==> config.mk <==
export PLATFORM = sky130hd
export DESIGN_NAME = sha256_msg_feeder
export DESIGN_NICKNAME = d
export VERILOG_FILES = /design/src/rtl/sha256_pkg.sv /design/src/rtl/sha256_pad_word.sv /design/src/rtl/sha256_msg_feeder.sv
export SDC_FILE = /design/constraint.sdc
export NUM_CORES = 2
export LEC_CHECK = 0
export BUFFER_PORTS_ARGS = -buffer_cell sky130_fd_sc_hd__buf_2
export CORE_ASPECT_RATIO = 0.8
export CORE_MARGIN = 2
export CORE_UTILIZATION = 45
export CTS_CLUSTER_DIAMETER = 150
export DETAILED_ROUTE_END_ITERATION = 10
export GPL_TIMING_DRIVEN = 0
export MAX_ROUTING_LAYER = met4
export PLACE_DENSITY_LB_ADDON = 0.08
export SETUP_SLACK_MARGIN = 0.15
export SLEW_MARGIN = 15
export SYNTH_ARGS = -nofsm -noshare
export SYNTH_HDL_FRONTEND = slang
export SYNTH_SLANG_ARGS = --single-unit
==> constraint.sdc <==
create_clock -name CLK -period 16.5 [get_ports CLK]
set_input_delay 3.3 -clock CLK [delete_from_list [all_inputs] [get_ports CLK]]
set_output_delay 3.3 -clock CLK [all_outputs]
set_load 0.02 [all_outputs]
==> src/rtl/sha256_pkg.sv <==
// rtl/sha256_pkg.sv - shared SHA256 types and constants for the feeder and core
package sha256_pkg;

    localparam logic [1:0] BLK_HASH        = 2'd0;
    localparam logic [1:0] BLK_MERKLE_LEAF = 2'd1;
    localparam logic [1:0] BLK_HEADER      = 2'd2;

    typedef enum logic [2:0] {
        IDLE,
        COLLECT,
        DRAIN,
        PAD,
        LAUNCH,
        WAIT1,
        WAIT2
    } feeder_state_e;

    localparam logic [255:0] SHA256_IV = {
        32'h6a09e667, 32'hbb67ae85, 32'h3c6ef372, 32'ha54ff53a,
        32'h510e527f, 32'h9b05688c, 32'h1f83d9ab, 32'h5be0cd19
    };

    // in_bytes encodes a full final word as 0
    function automatic logic [2:0] nbytes(input logic [1:0] b);
        return (b == 2'd0) ? 3'd4 : {1'b0, b};
    endfunction

endpackage

==> src/rtl/sha256_pad_word.sv <==
// rtl/sha256_pad_word.sv - combinational FIPS 180-4 padding of one buffer word
module sha256_pad_word (
    input  logic [31:0] word_i,
    input  logic [4:0]  idx_i,
    input  logic [6:0]  len_i,
    input  logic        two_blk_i,
    output logic [31:0] word_o
);
    logic [4:0] len_idx;

    assign len_idx = two_blk_i ? 5'd31 : 5'd15;

    always_comb begin
        word_o = '0;
        for (int b = 0; b < 4; b++) begin
            if (({idx_i, 2'b00} + 7'(b)) < len_i) begin
                word_o[31-8*b -: 8] = word_i[31-8*b -: 8];
            end else if (({idx_i, 2'b00} + 7'(b)) == len_i) begin
                word_o[31-8*b -: 8] = 8'h80;
            end
        end
        // 64-bit bit length; the upper word is always zero for at most 119 bytes
        if (idx_i == len_idx) begin
            word_o = {22'd0, len_i, 3'd0};
        end else if (idx_i == len_idx - 5'd1) begin
            word_o = '0;
        end
    end

endmodule

==> src/rtl/sha256_msg_feeder.sv <==
// rtl/sha256_msg_feeder.sv - collects, pads and feeds one or two blocks to the SHA256 core
module sha256_msg_feeder
    import sha256_pkg::*;
#(
    parameter int         MAX_BYTES      = 119,
    parameter int         TIMEOUT_CYCLES = 1023,
    parameter logic [1:0] MULTI_TYPE     = 2'd2
) (
    input  logic         CLK,
    input  logic         reset,
    input  logic         in_valid,
    output logic         in_ready,
    input  logic [31:0]  in_word,
    input  logic         in_last,
    input  logic [1:0]   in_bytes,
    output logic         blk_start,
    output logic [511:0] blk_msg,
    output logic [1:0]   blk_type,
    input  logic         blk_done,
    input  logic [255:0] core_hash,
    output logic [255:0] out_hash,
    output logic         out_valid,
    output logic         busy,
    output logic         err
);
    localparam int TW = $clog2(TIMEOUT_CYCLES + 1);

    feeder_state_e  state_q, state_d;
    logic [31:0]    mem_q [32];
    logic [4:0]     wc_q, wc_d, pc_q, pc_d, widx;
    logic [6:0]     len_q, len_d;
    logic           two_q, two_d;
    logic [TW-1:0]  timer_q, timer_d;
    logic           blk_done_q, done_rise;
    logic           blk_start_q, blk_start_d;
    logic           out_valid_q, out_valid_d;
    logic           err_q, err_d;
    logic [511:0]   blk_msg_q;
    logic [1:0]     blk_type_q;
    logic [255:0]   out_hash_q;
    logic           accept, mem_we, hash_cap;
    logic [4:0]     mem_waddr;
    logic [31:0]    mem_wdata, pad_out;
    logic [7:0]     in_len;
    logic [1:0]     msg_sel;

    sha256_pad_word u_pad (
        .word_i    (mem_q[pc_q]),
        .idx_i     (pc_q),
        .len_i     (len_q),
        .two_blk_i (two_q),
        .word_o    (pad_out)
    );

    assign widx      = (state_q == IDLE) ? 5'd0 : wc_q;
    assign accept    = in_valid & in_ready;
    assign in_len    = {1'b0, widx, 2'b00} + {5'd0, nbytes(in_bytes)};
    assign done_rise = blk_done & ~blk_done_q;

    always_comb begin
        state_d     = state_q;
        wc_d        = wc_q;
        pc_d        = pc_q;
        len_d       = len_q;
        two_d       = two_q;
        timer_d     = timer_q;
        blk_start_d = 1'b0;
        out_valid_d = 1'b0;
        err_d       = 1'b0;
        in_ready    = 1'b0;
        mem_we      = 1'b0;
        mem_waddr   = widx;
        mem_wdata   = in_word;
        msg_sel     = 2'd0;
        hash_cap    = 1'b0;
        case (state_q)
            IDLE, COLLECT: begin
                in_ready = 1'b1;
                if (accept) begin
                    if (in_last) begin
                        if (in_len > 8'(MAX_BYTES)) begin
                            err_d   = 1'b1;
                            state_d = IDLE;
                        end else begin
                            mem_we  = 1'b1;
                            len_d   = in_len[6:0];
                            two_d   = (in_len > 8'd55);
                            pc_d    = widx;
                            state_d = PAD;
                        end
                    end else if (widx == 5'd29) begin
                        state_d = DRAIN;
                    end else begin
                        mem_we  = 1'b1;
                        wc_d    = widx + 5'd1;
                        state_d = COLLECT;
                    end
                end
            end
            DRAIN: begin
                in_ready = 1'b1;
                if (accept && in_last) begin
                    err_d   = 1'b1;
                    state_d = IDLE;
                end
            end
            PAD: begin
                mem_we    = 1'b1;
                mem_waddr = pc_q;
                mem_wdata = pad_out;
                if (pc_q == 5'd31) begin
                    state_d = LAUNCH;
                end else begin
                    pc_d = pc_q + 5'd1;
                end
            end
            LAUNCH: begin
                msg_sel     = 2'd1;
                blk_start_d = 1'b1;
                timer_d     = '0;
                state_d     = WAIT1;
            end
            WAIT1, WAIT2: begin
                timer_d = timer_q + TW'(1);
                if (done_rise) begin
                    if (state_q == WAIT1 && two_q) begin
                        // core re-reads msg two edges after done, so block 1 must land now
                        msg_sel = 2'd2;
                        timer_d = '0;
                        state_d = WAIT2;
                    end else begin
                        hash_cap    = 1'b1;
                        out_valid_d = 1'b1;
                        state_d     = IDLE;
                    end
                end else if (timer_q == TW'(TIMEOUT_CYCLES)) begin
                    err_d   = 1'b1;
                    state_d = IDLE;
                end
            end
            default: state_d = IDLE;
        endcase
    end

    always_ff @(posedge CLK) begin
        if (mem_we) begin
            mem_q[mem_waddr] <= mem_wdata;
        end
    end

    always_ff @(posedge CLK) begin
        if (reset) begin
            state_q     <= IDLE;
            wc_q        <= '0;
            pc_q        <= '0;
            len_q       <= '0;
            two_q       <= 1'b0;
            timer_q     <= '0;
            blk_done_q  <= 1'b0;
            blk_start_q <= 1'b0;
            out_valid_q <= 1'b0;
            err_q       <= 1'b0;
            blk_msg_q   <= '0;
            blk_type_q  <= '0;
            out_hash_q  <= '0;
        end else begin
            state_q     <= state_d;
            wc_q        <= wc_d;
            pc_q        <= pc_d;
            len_q       <= len_d;
            two_q       <= two_d;
            timer_q     <= timer_d;
            blk_done_q  <= blk_done;
            blk_start_q <= blk_start_d;
            out_valid_q <= out_valid_d;
            err_q       <= err_d;
            if (hash_cap) begin
                out_hash_q <= core_hash;
            end
            if (msg_sel == 2'd1) begin
                for (int i = 0; i < 16; i++) begin
                    blk_msg_q[511-32*i -: 32] <= mem_q[i];
                end
                blk_type_q <= two_q ? MULTI_TYPE : BLK_HASH;
            end else if (msg_sel == 2'd2) begin
                for (int i = 0; i < 16; i++) begin
                    blk_msg_q[511-32*i -: 32] <= mem_q[16+i];
                end
            end
        end
    end

    assign blk_start = blk_start_q;
    assign blk_msg   = blk_msg_q;
    assign blk_type  = blk_type_q;
    assign out_hash  = out_hash_q;
    assign out_valid = out_valid_q;
    assign err       = err_q;
    assign busy      = (state_q != IDLE);

endmodule

==> flow_summary.toml <==
[run_status]
outcome = "finished clean"

[critical_path]
critical_setup_path_class = "in2reg"
timing.critical_path.to_type = "register"
startpoint_type = "input pin"
critical_path.top_delay_family = "buffers and inverters"
reg2reg_setup_slack_ns = 10.35
critical-path-slowest-cell = "sky130_fd_sc_hd__clkbuf_1"
path_max_fanout = 10
critical_path_buf_inv_count = 5
worst_path_most_repeated_cell = "sky130_fd_sc_hd__clkbuf_1"
delay_contributed_by_the_slowest_stage_of_the_critical_path_ns = 1.01
worstPathRequired_ns = 17.26
arrival_ns = 7.58
path_cells = "buf_2 -> and3b_1 -> nand3_1 -> ha_1 -> clkbuf_1 -> clkbuf_1 -> clkbuf_2 -> clkbuf_1 -> a21oi_1 -> nor2_1"

[finish]
drive_above_1_share = 0.264
final-seq-area_mm2 = 0.0469
filler_cell_count = 14100
finish.instance_area_mm2 = 0.0896
finish.net_count = 7686
multi_input_area_mm2 = 0.0245
layout-area-overhead-vs-synth_pct = 22.8

[synthesis]
post_synth_and_or_nand_nor_area_fraction = 0.0981
synth_top_family_by_area = "multiplexers"
synth-seq-cells = 1833
synth.avg_cell_area_um2 = 12.3
adder_cell_share_of_the_synthesized_area = 0.00257
mux_contribution_to_synthesized_area = 0.152
synth-seq-area-share = 0.644
number_of_flops_mapped_to_enable_cells_by_yosys = 1024
synth-async-reset-ratio = 0
synth-xor-area-share = 0.000600
synth_area_mm2 = 0.0729
postSynthCellCount = 5920
synthFlopType = "sky130_fd_sc_hd__edfxtp_1"
mappedNetlistNets = 6230
synth_cell_type_count = 66
yosysWarnings = 0
synth-compound-area-share = 0.0788

[placement]
detailed_place_hpwl_um = 288000
dpl_cell_area_mm2 = 0.0831
buffers_on_ports = 1067
gpl.final_weighted_congestion = 1.05

[global_route]
grt.total_usage = 0.448
antenna_found_initial = 20
grt_first_pass_wirelength_um = 482000
number_of_global_route_vias_before_repair = 55200
grt_start_max_net_pins = 33
overflow = 0

[floorplanning]
core_mm2 = 0.161
fp.dieH_um = 364
floorplan.io_pins = 1070
floorplan.initialDensity = 0.452
die-width_um = 454
placement_rows = 132
die_area_mm2 = 0.165

[sta]
unrepaired_setup_endpoints_after_global_routing = "no"
setup_total_negative_slack_ns = 0
tightestPinTransition_ns = 1.41
post-route-min-period_ns = 6.82
timing.slew.headroom = 0.0617
min_period_over_period = 0.413
achievable-frequency_ghz = 0.147
finalSetupViolCount = 0
worst_clock_skew_ns = 0.0376
final_max_slew_viol_count = 0
hold_viol_final = 0

[clocking]
cts_hold_repair.buffers = 0
clkTransAtPathRegs_ns = 0.06
tritoncts = "built"
clock_sinks = 1833
maximum_root_to_sink_buffer_count = 3
cts_repair_resize_count = 0
h-tree-depth = 4
clock_tree.root_cell = "sky130_fd_sc_hd__clkbuf_16"
cts-buffers-inserted = 183
clk_latency_ns = 0.87
post_cts.repair.setup_buffers = 0

[power_and_ir_drop]
power.share.switching = 0.236
p_seq_frac = 0.491
power_frac_comb = 0.060
switching_power_mw = 2.35
cell_internal_pwr_mw = 7.61
max-vdd-ir-drop_mv = 0.124
static-leakage-power_nw = 32.8
clock_power_share = 0.450
pwr_density_cell_mw_per_mm2 = 111

[routing]
ant_nets = 0
vias_per_cell = 6.20
post_drt_wl_per_cell_um = 38.1
drt_pass1_iterations = 6
via_count = 60200
totalWireLength_um = 370000
post-route-drc-count = 0
drt_iter0_drc = 10000

[worst_hold_path]
timing.hold.worst.class = "reg2reg"

[flow_run]
maxCapViolCount = 0
## area by class of cell
class                   instances  area share
diodes                         33    0.000922
plain buffers                 426      0.0203
clock buffers                 254      0.0594
clock inverters                91      0.0115
inverters                      12    0.000503
multi-input cells            3649       0.274
flip-flops and latches       1833       0.524
well taps                    2144      0.0299
repair buffers               1271      0.0799
## state kept, by name, summed over array words and instances, names as in the netlist, named ones only
| signal | count |
|---|---|
| wc_q | 5 |
| blk_type | 1 |
| out_hash | 256 |
| mem_q | 1024 |
| err | 1 |
| out_valid | 1 |
| pc_q | 5 |
| blk_start | 1 |
| two_q | 1 |
| blk_done_q | 1 |
| blk_msg | 512 |
| timer_q | 10 |
| state_q | 3 |
| len_q | 7 |
## through the flow
step / power (mW) / cells / setup slack [ns] / utilization / hold WS [ns]
final: 9.97 / 9713 / 9.68 / 0.555 / 0.451
after global routing: 10.1 / 9699 / 9.73 / 0.555 / 0.462
after CTS: 9.92 / 9679 / 9.93 / 0.555 / 0.451
after detailed placement: 5.55 / 9334 / 9.06 / 0.515 / 0.443
after global placement: 5.53 / 9131 / 2.07 / 0.502 / 0.440
after floorplan: 5.24 / 5920 / 7.92 / - / 0.445
## worst paths after layout
kind                              start                         end  cells past startpoint
max                            blk_done   blk_msg[498]$_SDFFE_PP0P_                     10
min          out_hash[121]$_SDFFE_PP0P_  out_hash[121]$_SDFFE_PP0P_                      2
max reg2reg     state_q[1]$_SDFFE_PP0P_      mem_q[0][10]$_DFFE_PP_                     18
min reg2reg  out_hash[121]$_SDFFE_PP0P_  out_hash[121]$_SDFFE_PP0P_                      2
## power by group through the flow
stage | sequential [mW] | clock, mW | combinational [mW]
floorplan | 5.00 | 0 | 0.246
global placement | 5.00 | 0 | 0.535
detailed placement | 4.99 | 0 | 0.563
CTS | 4.89 | 4.46 | 0.564
global route | 4.89 | 4.65 | 0.597
finish | 4.89 | 4.48 | 0.593
## layout by cell type, fill, tap and decap left out, types with 24 or more instances in the layout
cell type / n
sky130_fd_sc_hd__o21ai_0: 24
sky130_fd_sc_hd__o22ai_1: 54
sky130_fd_sc_hd__a22oi_1: 31
sky130_fd_sc_hd__nor3_1: 26
sky130_fd_sc_hd__dfxtp_1: 809
sky130_fd_sc_hd__nand2_1: 570
sky130_fd_sc_hd__a22o_1: 29
sky130_fd_sc_hd__a21oi_1: 800
sky130_fd_sc_hd__buf_1: 30
sky130_fd_sc_hd__nand3_1: 24
sky130_fd_sc_hd__clkinv_2: 36
sky130_fd_sc_hd__buf_4: 126
sky130_fd_sc_hd__nor2_1: 1080
sky130_fd_sc_hd__clkbuf_1: 315
sky130_fd_sc_hd__buf_6: 37
sky130_fd_sc_hd__buf_2: 1165
sky130_fd_sc_hd__mux4_2: 255
sky130_fd_sc_hd__edfxtp_1: 1024
sky130_fd_sc_hd__clkbuf_16: 195
sky130_fd_sc_hd__mux2i_1: 529
sky130_fd_sc_hd__clkbuf_2: 36
sky130_fd_sc_hd__diode_2: 33
## kinds of logic (layout without fill, tap and decap cells)
logic type / after synthesis / count (layout)
AO/OA/AOI/OAI: 1034 / 1034
XOR/XNOR: 5 / 5
adder cells (fa/ha/maj): 15 / 15
buffers and inverters: 438 / 2054
flip-flops: 1833 / 1833
multiplexers: 786 / 786
other: 1 / 34
AND/OR/NAND/NOR: 1808 / 1808
## layer usage
metal | track usage | vias to the layer above | routed length [µm]
met5 | - | - | 0
met4 | 0.269 | 0 | 26200
met3 | 0.157 | 860 | 52100
met2 | 0.611 | 4676 | 155000
met1 | 0.572 | 30300 | 137000
li1 | - | 24500 | -
## Yosys cell counts, drive strengths merged, types with 6 or more instances
cell    instances  area, µm²
edfxtp       1024      30700
nor2         1080       4050
nor3           44        220
a211oi          9       67.6
inv            12       45.0
nor4           14       87.6
mux4          255       5740
a22oi          31        233
a22o           29        254
a221o          11        110
a21oi         801       4010
nor2b          19        126
and3           10       62.6
nand3          25        125
and2           10       62.6
clkbuf        309       1160
o21ai          29        145
a31oi           8       50.1
o22ai          54        338
mux2i         529       5300
o221ai          6       52.6
ha             15        188
nand2b          8       50.1
nand2         570       2140
buf           117        593
nor3b           9       87.6
dfxtp         809      16200
a221oi         20        175
a211o           8       70.1
## tightest hold or removal path: stages, from the launching register on
cell and delay (ns):
sky130_fd_sc_hd__dfxtp_1 0.30, sky130_fd_sc_hd__nand2_1 0.05, sky130_fd_sc_hd__a21oi_1 0.05
Power figures use the tool's default switching activity.
